[src/rtl/rsa_pkg.sv]
// rsa_pkg: shared widths, word types and the modular-exponentiation FSM state encoding.
//   WIDTH_DEF     : default modulus/operand width
//   EXP_WIDTH_DEF : default exponent width
package rsa_pkg;
    localparam int WIDTH_DEF     = 6;
    localparam int EXP_WIDTH_DEF = 6;

    typedef logic [WIDTH_DEF-1:0]     word_t;
    typedef logic [EXP_WIDTH_DEF-1:0] exp_t;

    typedef enum logic [2:0] {
        IDLE,
        LOAD,
        SQ_GO,
        SQ_WAIT,
        MU_GO,
        MU_WAIT,
        NEXT,
        FIN
    } modexp_state_t;
endpackage

[src/rtl/mod_mul_interleaved.sv]
// mod_mul_interleaved: p = a*b mod n, one multiplier bit per cycle, MSB first.
//   clk, reset : clock, synchronous active-high reset
//   start      : one-cycle pulse; latches a, b, n (a < n required)
//   done       : one-cycle pulse W+1 cycles after start
//   p          : product, valid while done is high and held afterwards
module mod_mul_interleaved
    import rsa_pkg::*;
#(
    parameter int W = WIDTH_DEF
) (
    input  logic         clk,
    input  logic         reset,
    input  logic         start,
    input  logic [W-1:0] a,
    input  logic [W-1:0] b,
    input  logic [W-1:0] n,
    output logic         done,
    output logic [W-1:0] p
);
    localparam int KW = (W > 1) ? $clog2(W) : 1;

    logic [W-1:0]  a_q, b_q, n_q, p_q;
    logic [KW-1:0] k_q;
    logic          run_q, done_q;
    logic [W:0]    nx, dbl, dbl_r, sum;
    logic [W-1:0]  p_d;

    // Both partial results stay below 2n, so one conditional subtract per stage suffices.
    always_comb begin
        nx    = {1'b0, n_q};
        dbl   = {p_q, 1'b0};
        dbl_r = (dbl >= nx) ? dbl - nx : dbl;
        sum   = dbl_r + (b_q[k_q] ? {1'b0, a_q} : '0);
        p_d   = W'((sum >= nx) ? sum - nx : sum);
    end

    always_ff @(posedge clk) begin
        if (reset) begin
            a_q    <= '0;
            b_q    <= '0;
            n_q    <= '0;
            p_q    <= '0;
            k_q    <= '0;
            run_q  <= 1'b0;
            done_q <= 1'b0;
        end else if (start) begin
            a_q    <= a;
            b_q    <= b;
            n_q    <= n;
            p_q    <= '0;
            k_q    <= KW'(W - 1);
            run_q  <= 1'b1;
            done_q <= 1'b0;
        end else begin
            done_q <= run_q && (k_q == '0);
            if (run_q) begin
                p_q   <= p_d;
                k_q   <= k_q - 1'b1;
                run_q <= (k_q != '0);
            end
        end
    end

    assign done = done_q;
    assign p    = p_q;
endmodule

[src/rtl/mod_exp_sequencer.sv]
// mod_exp_sequencer: constant-time left-to-right square-and-multiply, result = m^e mod n.
//   clk, reset         : clock, synchronous active-high reset
//   start, m, e, n     : request (sampled only in IDLE), base, exponent, modulus
//   busy, done, err    : in-progress flag, one-cycle completion pulse, n < 2 flag
//   result             : m^e mod n, held until overwritten by a later request
//   mm_start/a/b/n     : operand side of the modular multiplier handshake
//   mm_done, mm_p      : external product return; tie mm_done low to use the internal multiplier
module mod_exp_sequencer
    import rsa_pkg::*;
#(
    parameter int WIDTH     = WIDTH_DEF,
    parameter int EXP_WIDTH = EXP_WIDTH_DEF
) (
    input  logic                 clk,
    input  logic                 reset,
    input  logic                 start,
    input  logic [WIDTH-1:0]     m,
    input  logic [EXP_WIDTH-1:0] e,
    input  logic [WIDTH-1:0]     n,
    output logic                 busy,
    output logic                 done,
    output logic                 err,
    output logic [WIDTH-1:0]     result,
    output logic                 mm_start,
    output logic [WIDTH-1:0]     mm_a,
    output logic [WIDTH-1:0]     mm_b,
    output logic [WIDTH-1:0]     mm_n,
    input  logic                 mm_done,
    input  logic [WIDTH-1:0]     mm_p
);
    localparam int IW = (EXP_WIDTH > 1) ? $clog2(EXP_WIDTH) : 1;

    modexp_state_t        state_q, state_d;
    logic [WIDTH-1:0]     mr_q, mr_d, nr_q, nr_d, acc_q, acc_d, result_q, result_d;
    logic [WIDTH-1:0]     mm_a_q, mm_a_d, mm_b_q, mm_b_d;
    logic [EXP_WIDTH-1:0] er_q, er_d;
    logic [IW-1:0]        idx_q, idx_d;
    logic                 busy_q, busy_d, done_q, done_d, err_q, err_d;
    logic                 int_done, mul_done;
    logic [WIDTH-1:0]     int_p, mul_p;

    assign mm_start = (state_q == SQ_GO) || (state_q == MU_GO);

    mod_mul_interleaved #(.W(WIDTH)) u_mul (
        .clk   (clk),
        .reset (reset),
        .start (mm_start),
        .a     (mm_a_q),
        .b     (mm_b_q),
        .n     (nr_q),
        .done  (int_done),
        .p     (int_p)
    );

    // Either multiplier may answer; only the WAIT states listen, so stray pulses are dropped.
    assign mul_done = int_done | mm_done;
    assign mul_p    = int_done ? int_p : mm_p;

    always_comb begin
        state_d  = state_q;
        mr_d     = mr_q;
        er_d     = er_q;
        nr_d     = nr_q;
        acc_d    = acc_q;
        idx_d    = idx_q;
        result_d = result_q;
        err_d    = err_q;
        busy_d   = busy_q;
        done_d   = 1'b0;
        mm_a_d   = mm_a_q;
        mm_b_d   = mm_b_q;
        case (state_q)
            IDLE: if (start) begin
                mr_d    = m;
                er_d    = e;
                nr_d    = n;
                busy_d  = 1'b1;
                state_d = LOAD;
            end
            LOAD: if (nr_q < WIDTH'(2)) begin
                result_d = '0;
                err_d    = 1'b1;
                state_d  = FIN;
            end else begin
                acc_d   = WIDTH'(1);
                idx_d   = IW'(EXP_WIDTH - 1);
                mm_a_d  = WIDTH'(1);
                mm_b_d  = WIDTH'(1);
                state_d = SQ_GO;
            end
            SQ_GO: state_d = SQ_WAIT;
            SQ_WAIT: if (mul_done) begin
                acc_d   = mul_p;
                mm_a_d  = mul_p;
                mm_b_d  = mr_q;
                state_d = MU_GO;
            end
            MU_GO: state_d = MU_WAIT;
            // The multiply always runs; a zero exponent bit just discards its product.
            MU_WAIT: if (mul_done) begin
                acc_d   = er_q[idx_q] ? mul_p : acc_q;
                state_d = NEXT;
            end
            NEXT: if (idx_q == '0) begin
                result_d = acc_q;
                err_d    = 1'b0;
                state_d  = FIN;
            end else begin
                idx_d   = idx_q - 1'b1;
                mm_a_d  = acc_q;
                mm_b_d  = acc_q;
                state_d = SQ_GO;
            end
            FIN: begin
                done_d  = 1'b1;
                busy_d  = 1'b0;
                state_d = IDLE;
            end
            default: state_d = IDLE;
        endcase
    end

    always_ff @(posedge clk) begin
        if (reset) begin
            state_q  <= IDLE;
            mr_q     <= '0;
            er_q     <= '0;
            nr_q     <= '0;
            acc_q    <= '0;
            idx_q    <= '0;
            result_q <= '0;
            err_q    <= 1'b0;
            busy_q   <= 1'b0;
            done_q   <= 1'b0;
            mm_a_q   <= '0;
            mm_b_q   <= '0;
        end else begin
            state_q  <= state_d;
            mr_q     <= mr_d;
            er_q     <= er_d;
            nr_q     <= nr_d;
            acc_q    <= acc_d;
            idx_q    <= idx_d;
            result_q <= result_d;
            err_q    <= err_d;
            busy_q   <= busy_d;
            done_q   <= done_d;
            mm_a_q   <= mm_a_d;
            mm_b_q   <= mm_b_d;
        end
    end

    assign busy   = busy_q;
    assign done   = done_q;
    assign err    = err_q;
    assign result = result_q;
    assign mm_a   = mm_a_q;
    assign mm_b   = mm_b_q;
    assign mm_n   = nr_q;
endmodule
[config.mk]
export PLATFORM = sky130hd
export DESIGN_NAME = mod_exp_sequencer
export DESIGN_NICKNAME = d
export VERILOG_FILES = /design/src/rtl/rsa_pkg.sv /design/src/rtl/mod_mul_interleaved.sv /design/src/rtl/mod_exp_sequencer.sv
export SDC_FILE = /design/constraint.sdc
export NUM_CORES = 1
export LEC_CHECK = 0
export CELL_PAD_IN_SITES_DETAIL_PLACEMENT = 0
export CELL_PAD_IN_SITES_GLOBAL_PLACEMENT = 1
export CORE_MARGIN = 5
export CORE_UTILIZATION = 25
export CTS_BUF_LIST = sky130_fd_sc_hd__clkbuf_16
export DETAILED_ROUTE_END_ITERATION = 10
export HOLD_SLACK_MARGIN = 0.1
export PLACE_DENSITY_LB_ADDON = 0.15
export SETUP_SLACK_MARGIN = 0.5
export SLEW_MARGIN = 10
export SYNTH_ARGS = -nofsm -noshare
export SYNTH_HDL_FRONTEND = slang
export SYNTH_SLANG_ARGS = --single-unit
[constraint.sdc]
create_clock -name clk -period 4.85 [get_ports clk]
set_input_delay 0.485 -clock clk [delete_from_list [all_inputs] [get_ports clk]]
set_output_delay 0.485 -clock clk [all_outputs]
set_load 0.01 [all_outputs]
# Word level (Yosys, flattened, before mapping)
# Cells that the tools add are included.
[totals]
register_bits = 80
in_bits = 28
out_inout_bits = 28
elab_cells = 104
[classes]
add_sub_neg = 5
order_cmp = 5
n_eq_ne = 15
muxes = 39
n_bitwise = 1
reduce_logical = 19
[ops]
columns = ["operator", "count"]
rows = [
  ["$mux 6", 11],
  ["$pmux 6 s3", 3],
  ["$mux 3", 9],
  ["$pmux 3 s8", 1],
  ["$ne 2x2->1 const B", 8],
  ["$ge 7x6->1", 2],
  ["$eq 3x3->1 const B", 4],
  ["$pmux 6 s2", 1],
  ["$logic_not 3->1", 3],
  ["$reduce_and 3->1", 3],
  ["$reduce_bool 3->1", 3],
  ["$lt 3x4->1 const B", 2],
  ["$mux 1", 8],
  ["$add 7x6->7", 1],
  ["$mux 7", 1],
  ["$sub 7x6->7", 1],
  ["$bmux 1 s3", 2],
  ["$eq 3x2->1 const B", 2],
  ["$lt 6x2->1 const B", 1],
  ["$pmux 3 s2", 1],
  ["$reduce_bool 2->1", 3],
  ["$sub 3x1->3 const B", 2],
  ["$sub 6x6->6", 1],
  ["$reduce_and 5->1", 1],
  ["other kinds (8)", 10],
]

# Logic depth before layout (Yosys ltp)
# Gate-level depths: netlist of the first run.
[logic_depth]
depth_word = 6
depth_mapped = 20
mapped_depth_nobuf = 20

# Modules after synthesis
# A second synthesis of the first run with hierarchy kept.
[hier_totals]
hier_cells = 532
area_unflattened_um2 = 4575.6
[by_module_without_submodules]
columns = ["mod", "instances", "cells_per_inst", "area_per_inst_um2", "seq_area_each_um2"]
rows = [
  ["mod_exp_sequencer", 1, 304, 2573.7, 1021.0],
  ["mod_mul_interleaved", 1, 228, 2001.9, 580.6],
]

# Least setup slack after synthesis of the first run
# Ideal clock, no wire load.
[synth_timing]
path_type = "flip-flop to flip-flop"
startpoint = "register u_mul.n_q[1]"
endpoint = "register u_mul.p_q[1] (netlist: u_mul.p[1])"
setup_time_ns = 0.131
t_arrival_ns = 4.128
t_required_ns = 4.719
path_slack_ns = 0.592
stages_incl_launch_ff = 20
path_buffers = 0
synth_period_minus_slack_ns = 4.258
cell_sequence = "dfxtp_1 > inv_1 > ha_1 > ha_1 > nand2_1 > a31oi_1 > nor3b_2 > mux2_2 > ha_1 > a21o_1 > a21oi_1 > o21bai_1 > a21oi_1 > xnor2_1 > ha_1 > and4_1 > a311o_1 > nor2_2 > mux2i_1 > a21oi_1"
[synth_between]
elab_chain_cells = 5
word_cells_on_any_way = 7
classes_between = "add/sub: 3; order compare: 2; mux: 2"
[synth_lines]
columns = ["item", "line", "rtl"]
rows = [
  ["start, declared", "mod_mul_interleaved.sv:22", "logic [W-1:0] a_q, b_q, n_q, p_q;"],
  ["start signal, assigned", "mod_mul_interleaved.sv:49", "n_q <= n;"],
  ["$sub 7x6->7 / $ge 7x6->1 (equally long branches)", "mod_mul_interleaved.sv:32", "dbl_r = (dbl >= nx) ? dbl - nx : dbl;"],
  ["$mux 7", "mod_mul_interleaved.sv:32", ""],
  ["$add 7x6->7", "mod_mul_interleaved.sv:33", "sum = dbl_r + (b_q[k_q] ? {1'b0, a_q} : '0);"],
  ["$sub 6x6->6 / $ge 7x6->1 (equally long branches)", "mod_mul_interleaved.sv:34", "p_d = W'((sum >= nx) ? sum - nx : sum);"],
  ["$mux 6 *", "mod_mul_interleaved.sv:34", ""],
  ["end signal, assigned", "mod_mul_interleaved.sv:57", "p_q <= p_d;"],
  ["end, declared", "mod_mul_interleaved.sv:22", ""],
]
# Mark *: on every way between the ends. The rest lies on a longest branch, timed or not.
# A chain may end at the register's enable or synchronous reset.

# Worst setup path in the final report of the first run
[layout_timing]
startpoint = "register u_mul.n_q[1]"
endpoint = "register u_mul.p_q[3] (netlist: u_mul.p[3])"
# Same word-level chain as after synthesis.

==> key figures, run 1 <==
Routing
  • DRC errors left: 0
  • Via/cell ratio: 4.71
  • Routed len/inst: 15.9 um
  • Via count: 3744
  • DRT antenna net count: 0
  • DR iter-0 viols: 207
  • Routed WL: 12600 um
  • Drt pass-1 iters: 4

Setup path
  • R2R Setup Slk: 0.75 ns
  • Required time of the worst setup path: 5.04 ns
  • Setup CP Type: reg2reg
  • CP Capture Type: flip-flop
  • CP Launch Type: flip-flop
  • Crit path max fanout: 6
  • Worst EP arrival: 4.29 ns

Cells and area
  • Final Cell Area: 5420 um^2
  • Final core utilization: 32.7%
  • Most frequent cells in the layout: nand2_1 (111), dfxtp_1 (73), a21oi_1 (70)
  • FF/Latch Area: 1610 um^2
  • Fillers: 1772
  • Area Overhead vs Synth: 28.4%
  • Non-filler cells, final: 795
  • Most common cell after layout, fill and taps aside: nand2_1
  • Layout cells sized above 1: 11.3%
  • Ant. Diodes: 0
  • Final nets: 624
  • Area of the multi-input gates: 2540 um^2

STA
  • Setup WS post-layout: 0.751 ns
  • Setup TNS: 0 ns
  • Final hold vios: 0
  • Clk_skew: 0.00983 ns
  • Slew @ Worst Pin: 0.913 ns
  • Final worst-path cycle share: 84.5%
  • Max Slew Vio Count: 0
  • RSZ-0062 raised after global routing: no
  • WHS: 0.453 ns
  • Total setup violations reported at the end of the flow: 0
  • FMAX: 0.244 GHz
  • Max-slew headroom: 38.9%
  • Tmin final: 4.10 ns

Global routing
  • First-pass GRT wire length: 20100 um
  • Vias in the first global route: 3613
  • GRT Total Usage: 13.0%
  • Initial antenna violation count: 0
  • Largest net degree at the start of global routing: 42
  • Grt ovf: 0

Floorplanning
  • Chip Height: 140 um
  • Row cnt: 47
  • I/O pins: 56
  • Initial core utilization: 25.4%
  • Die W: 140 um
  • Core area: 16600 um^2
  • Die area: 19600 um^2

Clock network
  • Sink Count: 80
  • Worst-skew pair later-pin latency: 0.34 ns
  • TritonCTS clock tree: done
  • TritonCTS buffer count: 9
  • Clk slew on worst S/H paths: 0.07 ns
  • Root Buffer: clkbuf_16
  • Hold_buf cts: 0
  • Clock Path Buffers: 2
  • Htree depth: 3

Logic synthesis
  • Synth Flop Type: dfxtp_1
  • Async SR Flop Fraction: 0%
  • EDFF count, synth: 0
  • Seq/Total Area, Yosys: 38.0%
  • Syn nets: 573
  • Synth Warn #: 0
  • FF+latch count, synth: 80
  • Yosys cell types: 58
  • Syn Inst Count: 519
  • Mean Syn Cell Area: 8.13 um^2
  • Post-synthesis cell area: 4220 um^2

Pwr
  • LEAKAGE: 1.95 nW
  • Pwr/cell area: 761 nW/um^2
  • Clock power share: 15.1%
  • Max VDD drop: 0.313 mV
  • Gate power share: 59.4%
  • Switching power: 1.88 mW
  • P_int: 2.25 mW
  • Part of the power in registers: 25.5%
  • Sw frac: 45.5%
  • Total power: 4.12 mW

Placed design
  • Pre-CTS setup slack: 0.393 ns
  • GP Congestion: 0.809
  • Dpl cells: 773
  • Post-DP HPWL: 9350 um
  • Placed Area: 4970 um^2
  • Port Buffers: 55

Status
  • Status: completed

Flow run
  • Max Cap Viol: 0

Hold path
  • Worst hold path class: reg2reg
-- path summary, 6_finish.rpt --
| kind | start | endpoint | cells past startpoint |
|---|---|---|---|
| min reg2reg | er_q[0]$_SDFFE_PP0P_ | er_q[0]$_SDFFE_PP0P_ | 2 |
| max | u_mul.n_q[1]$_SDFFE_PP0P_ | u_mul.p[3]$_SDFFE_PP0P_ | 17 |
| min | er_q[0]$_SDFFE_PP0P_ | er_q[0]$_SDFFE_PP0P_ | 2 |
| max reg2reg | u_mul.n_q[1]$_SDFFE_PP0P_ | u_mul.p[3]$_SDFFE_PP0P_ | 17 |
-- synth_stat cells (all sizes together) (3+ instances only) --
cell    instances  share of area (%)
a31oi           4               0.74
nor2           42                3.9
nor3            6               0.71
a21oi          73                8.7
inv            18                1.6
mux2i          12                2.8
clkbuf         19                1.7
or3             6               0.89
nor3b           3               0.65
o211a           5                1.2
o21ai          15                1.9
o21bai          3               0.53
xor2            6                1.2
a21o            6                1.1
ha             23                6.8
a211oi          5               0.89
nand2         112                 10
dfxtp          80                 38
buf             8                1.1
a311oi          6                1.2
nand3           3               0.36
nand2b          8                1.2
xnor2           8                1.8
fa              3                1.4
nand3b          3               0.53
o31a            3               0.65
nor2b          10                1.5
-- registers in the layout (all words and copies together), names as in the netlist, 3 cells and up --
signal	cells
er_q	6
u_mul.b_q	6
acc_q	6
result	6
mm_a	6
u_mul.k_q	3
mm_b	6
mm_n	6
idx_q	3
u_mul.p	6
u_mul.n_q	6
state_q	3
u_mul.a_q	6
mr_q	6
-- power by group through the flow --
stage	sequential (mW)	clock [mW]	combinational [mW]
detailed placement	1.06	0	2.28
floorplan	0.966	0	1.71
global route	1.08	0.681	2.71
global placement	1.06	0	2.27
CTS	1.05	0.650	2.35
finish	1.05	0.623	2.45
-- layer usage --
metal / GRT usage [%] / up-vias / part of all wire, %
met3: 2.66 / 11 / 3.8
met1: 18.3 / 1766 / 51
met5: 0 / - / 0
met4: 4.44 / 0 / 1.5
li1: - / 1904 / -
met2: 19.8 / 63 / 43
-- area by class of cell --
type,instances,area share (%)
Clock buffer,9,4.16
Clock inverter,7,0.762
Inverter,19,1.62
Multi-Input combinational cell,393,46.9
Sequential cell,80,29.8
Tap cell,220,5.08
Timing Repair Buffer,67,11.7
-- logic make-up (layout without fill, tap and decap cells) --
family | count (synthesis) | in the layout | synth area share (%)
multiplexers | 15 | 15 | 4.18
buffers and inverters | 46 | 102 | 4.80
XOR/XNOR | 14 | 14 | 3.08
AO/OA/AOI/OAI | 136 | 136 | 20.0
adder cells (fa/ha/maj) | 26 | 26 | 8.24
flip-flops | 80 | 80 | 38.0
AND/OR/NAND/NOR | 202 | 202 | 21.7
-- critical path, stage by stage, from the launching register on --
cell      delay [ns]
dfxtp_2         0.35
inv_4           0.05
ha_4            0.21
ha_2            0.16
nand2_2         0.08
a31oi_4         0.10
nor3b_4         0.24
mux2_4          0.35
buf_4           0.14
fa_2            0.58
ha_1            0.26
nor2b_1         0.15
o211ai_1        0.27
a31oi_1         0.15
a311o_2         0.40
nor2_4          0.17
mux2i_1         0.22
a21oi_1         0.08
-- repair_timing --
| action | 4_1_cts | 5_1_grt |
|---|---|---|
| endpoints found under the setup margin | 5 | 6 |
| pin swaps | 4 | 16 |
| cloned | 0 | 0 |
| setup buffers | 0 | 6 |
| resized for setup | 4 | 28 |
No activity file was read; power rests on OpenSTA's default activity.
==> inputs of run 2 (changes only) <==
==> constraint.sdc (replaced) <==
create_clock -name clk -period 4.07 [get_ports clk]
set_input_delay 0.407 -clock clk [delete_from_list [all_inputs] [get_ports clk]]
set_output_delay 0.407 -clock clk [all_outputs]
set_load 0.01 [all_outputs]
==> run 2 against run 1 <==
Effect of this change: core utilization up 2.0 points; via count up 3.9%; clock power up 17%; critical path type unchanged.
==> key figures, run 2 (synthesized netlist as in run 1, its figures left out) <==
Global routing
  • First-pass GRT wire length: 21000 um
  • Largest net degree at the start of global routing: 46
  • Grt ovf: 0
  • Initial antenna violation count: 0
  • GRT Max-Usage Layer: met2
  • Grt met1 use: 19.4%
  • M2 GR Usage: 19.8%
  • GRT Total Usage: 13.5%
  • Met3 usage: 3.58%
  • Vias in the first global route: 3872

Pwr
  • Max VDD drop: 0.462 mV
  • Gate power share: 64.9%
  • Sw frac: 43.0%
  • Pwr/cell area: 970 nW/um^2
  • Part of the power in registers: 22.1%
  • Clock power share: 13.0%
  • P_int: 3.18 mW
  • LEAKAGE: 2.15 nW
  • Switching power: 2.40 mW

STA
  • Setup TNS: 0 ns
  • Slew @ Worst Pin: 0.940 ns
  • Total setup violations reported at the end of the flow: 0
  • FMAX: 0.251 GHz
  • Max-slew headroom: 37.3%
  • Tmin final: 3.99 ns
  • Clk_skew: 0.00934 ns
  • RSZ-0062 raised after global routing: yes
  • Max Slew Vio Count: 0
  • Final worst-path cycle share: 97.9%
  • Setup WS post-layout: 0.0838 ns
  • Final hold vios: 0

Floorplanning
  • Core area: 16600 um^2
  • Die area: 19600 um^2
  • Initial core utilization: 25.4%
  • Row cnt: 47
  • Chip Height: 140 um
  • Die W: 140 um
  • I/O pins: 56

Clock network
  • Worst-skew pair later-pin latency: 0.34 ns
  • Root Buffer: clkbuf_16
  • Sink Count: 80
  • Hold_buf cts: 0
  • Htree depth: 3
  • Clock Path Buffers: 2
  • Clk slew on worst S/H paths: 0.06 ns
  • TritonCTS clock tree: done
  • TritonCTS buffer count: 9

Setup path
  • Setup CP Type: reg2reg
  • CP Launch Type: flip-flop
  • Crit path max fanout: 4
  • Worst reg2reg path startpoint: u_mul.n_q[2]$_SDFFE_PP0P_
  • Required time of the worst setup path: 4.27 ns
  • Worst EP arrival: 4.19 ns
  • CP Capture Type: flip-flop
  • Worst R2R End: u_mul.p[3]$_SDFFE_PP0P_
  • R2R Setup Slk: 0.08 ns
  • R2R depth: 16

Hold path
  • Worst hold path startpoint: u_mul.a_q[1]$_SDFFE_PP0P_
  • Hold depth: 2
  • Endpoint, Worst Hold: u_mul.a_q[1]$_SDFFE_PP0P_
  • Worst hold path class: reg2reg

Routing
  • Via count: 3890
  • Routed WL: 13000 um
  • Routed len/inst: 15.5 um
  • DRC errors left: 0
  • DR iter-0 viols: 211
  • DRT antenna net count: 0
  • Via/cell ratio: 4.65
  • Drt pass-1 iters: 5

Placed design
  • Post-DP HPWL: 9600 um
  • GP Congestion: 0.883
  • Pre-CTS setup slack: -0.0774 ns
  • Dpl cells: 813
  • Port Buffers: 55

Cells and area
  • Ant. Diodes: 0
  • Area Overhead vs Synth: 36.2%
  • Most common cell after layout, fill and taps aside: nand2_1
  • Fillers: 1746
  • Most frequent cells in the layout: nand2_1 (111), dfxtp_1 (74), a21oi_1 (69)
  • Non-filler cells, final: 836
  • Layout cells sized above 1: 17.0%
  • Final core utilization: 34.7%
  • Final nets: 665

Flow run
  • Max Cap Viol: 0

Status
  • Status: completed
run 2: cell types whose count changed in the layout (fill, tap and decap cells not counted), sizes merged:
cell / before / now
buf: 13 / 54
inv: 22 / 20
clkinv: 3 / 4
clkinvlp: 0 / 1
run 2: routing by layer:
layer  routed length (um)  share of wire (%)
met5                    0                  0
met4                  245                1.9
met3                  601                4.6
met2                 5420                 42
met1                 6710                 52
run 2: layout make-up:
| class | count | area (um^2) | area share [%] |
|---|---|---|---|
| Clock buffer | 9 | 225 | 3.92 |
| Timing Repair Buffer | 108 | 947 | 16.5 |
| Tap cell | 220 | 275 | 4.79 |
| Sequential cell | 80 | 1610 | 28.0 |
| Multi-Input combinational cell | 393 | 2570 | 44.7 |
| Clock inverter | 7 | 31.3 | 0.544 |
| Inverter | 19 | 87.6 | 1.52 |
run 2: power groups by stage:
| stage | sequential, mW | combinational [mW] | clock [mW] |
|---|---|---|---|
| after floorplan | 1.16 | 2.18 | 0 |
| after global placement | 1.24 | 3.32 | 0 |
| after detailed placement | 1.24 | 3.34 | 0 |
| after CTS | 1.23 | 3.52 | 0.762 |
| after global routing | 1.27 | 3.98 | 0.790 |
| final | 1.23 | 3.62 | 0.726 |
run 2: worst max path at each step:
stage	depth (start not counted)	endpoint	slack, ns	from
2_1_floorplan	19	u_mul.p[1]$_SDFFE_PP0P_	0.14	u_mul.n_q[1]$_SDFFE_PP0P_
3_3_place_gp	18	u_mul.p[0]$_SDFFE_PP0P_	-0.01	u_mul.n_q[4]$_SDFFE_PP0P_
3_5_place_dp	19	u_mul.p[3]$_SDFFE_PP0P_	-0.08	u_mul.n_q[4]$_SDFFE_PP0P_
4_1_cts	21	u_mul.p[3]$_SDFFE_PP0P_	0.06	u_mul.n_q[1]$_SDFFE_PP0P_
5_1_grt	19	u_mul.p[4]$_SDFFE_PP0P_	-0.15	u_mul.n_q[2]$_SDFFE_PP0P_
6_report	16	u_mul.p[3]$_SDFFE_PP0P_	0.08	u_mul.n_q[2]$_SDFFE_PP0P_
run 2: stage by stage:
stage | hold slack, ns | power, mW | instance area [um^2]
2_1_floorplan | 0.432 | 3.34 | 4330
3_3_place_gp | 0.439 | 4.56 | 5390
3_5_place_dp | 0.443 | 4.58 | 5390
4_1_cts | 0.453 | 5.51 | 5700
5_1_grt | 0.473 | 6.04 | 5750
6_report | 0.451 | 5.58 | 5750
run 2: timing repair:
action / in CTS / in global routing
setup buffers: 4 / 3
pin swaps: 17 / 14
gates resized for setup: 11 / 5
endpoints found under the setup margin: 6 / 6
run 2: worst max-delay path: stages, from the launching register on:
cell      delay (ns)
dfxtp_2         0.33
inv_2           0.05
ha_4            0.24
a21oi_4         0.19
a31oi_4         0.12
nor3b_4         0.25
mux2_4          0.36
fa_2            0.58
ha_1            0.25
nor2b_1         0.14
o211ai_1        0.26
a31oi_1         0.14
a311o_1         0.35
buf_6           0.15
nor2_4          0.17
mux2i_1         0.21
a21oi_1         0.07
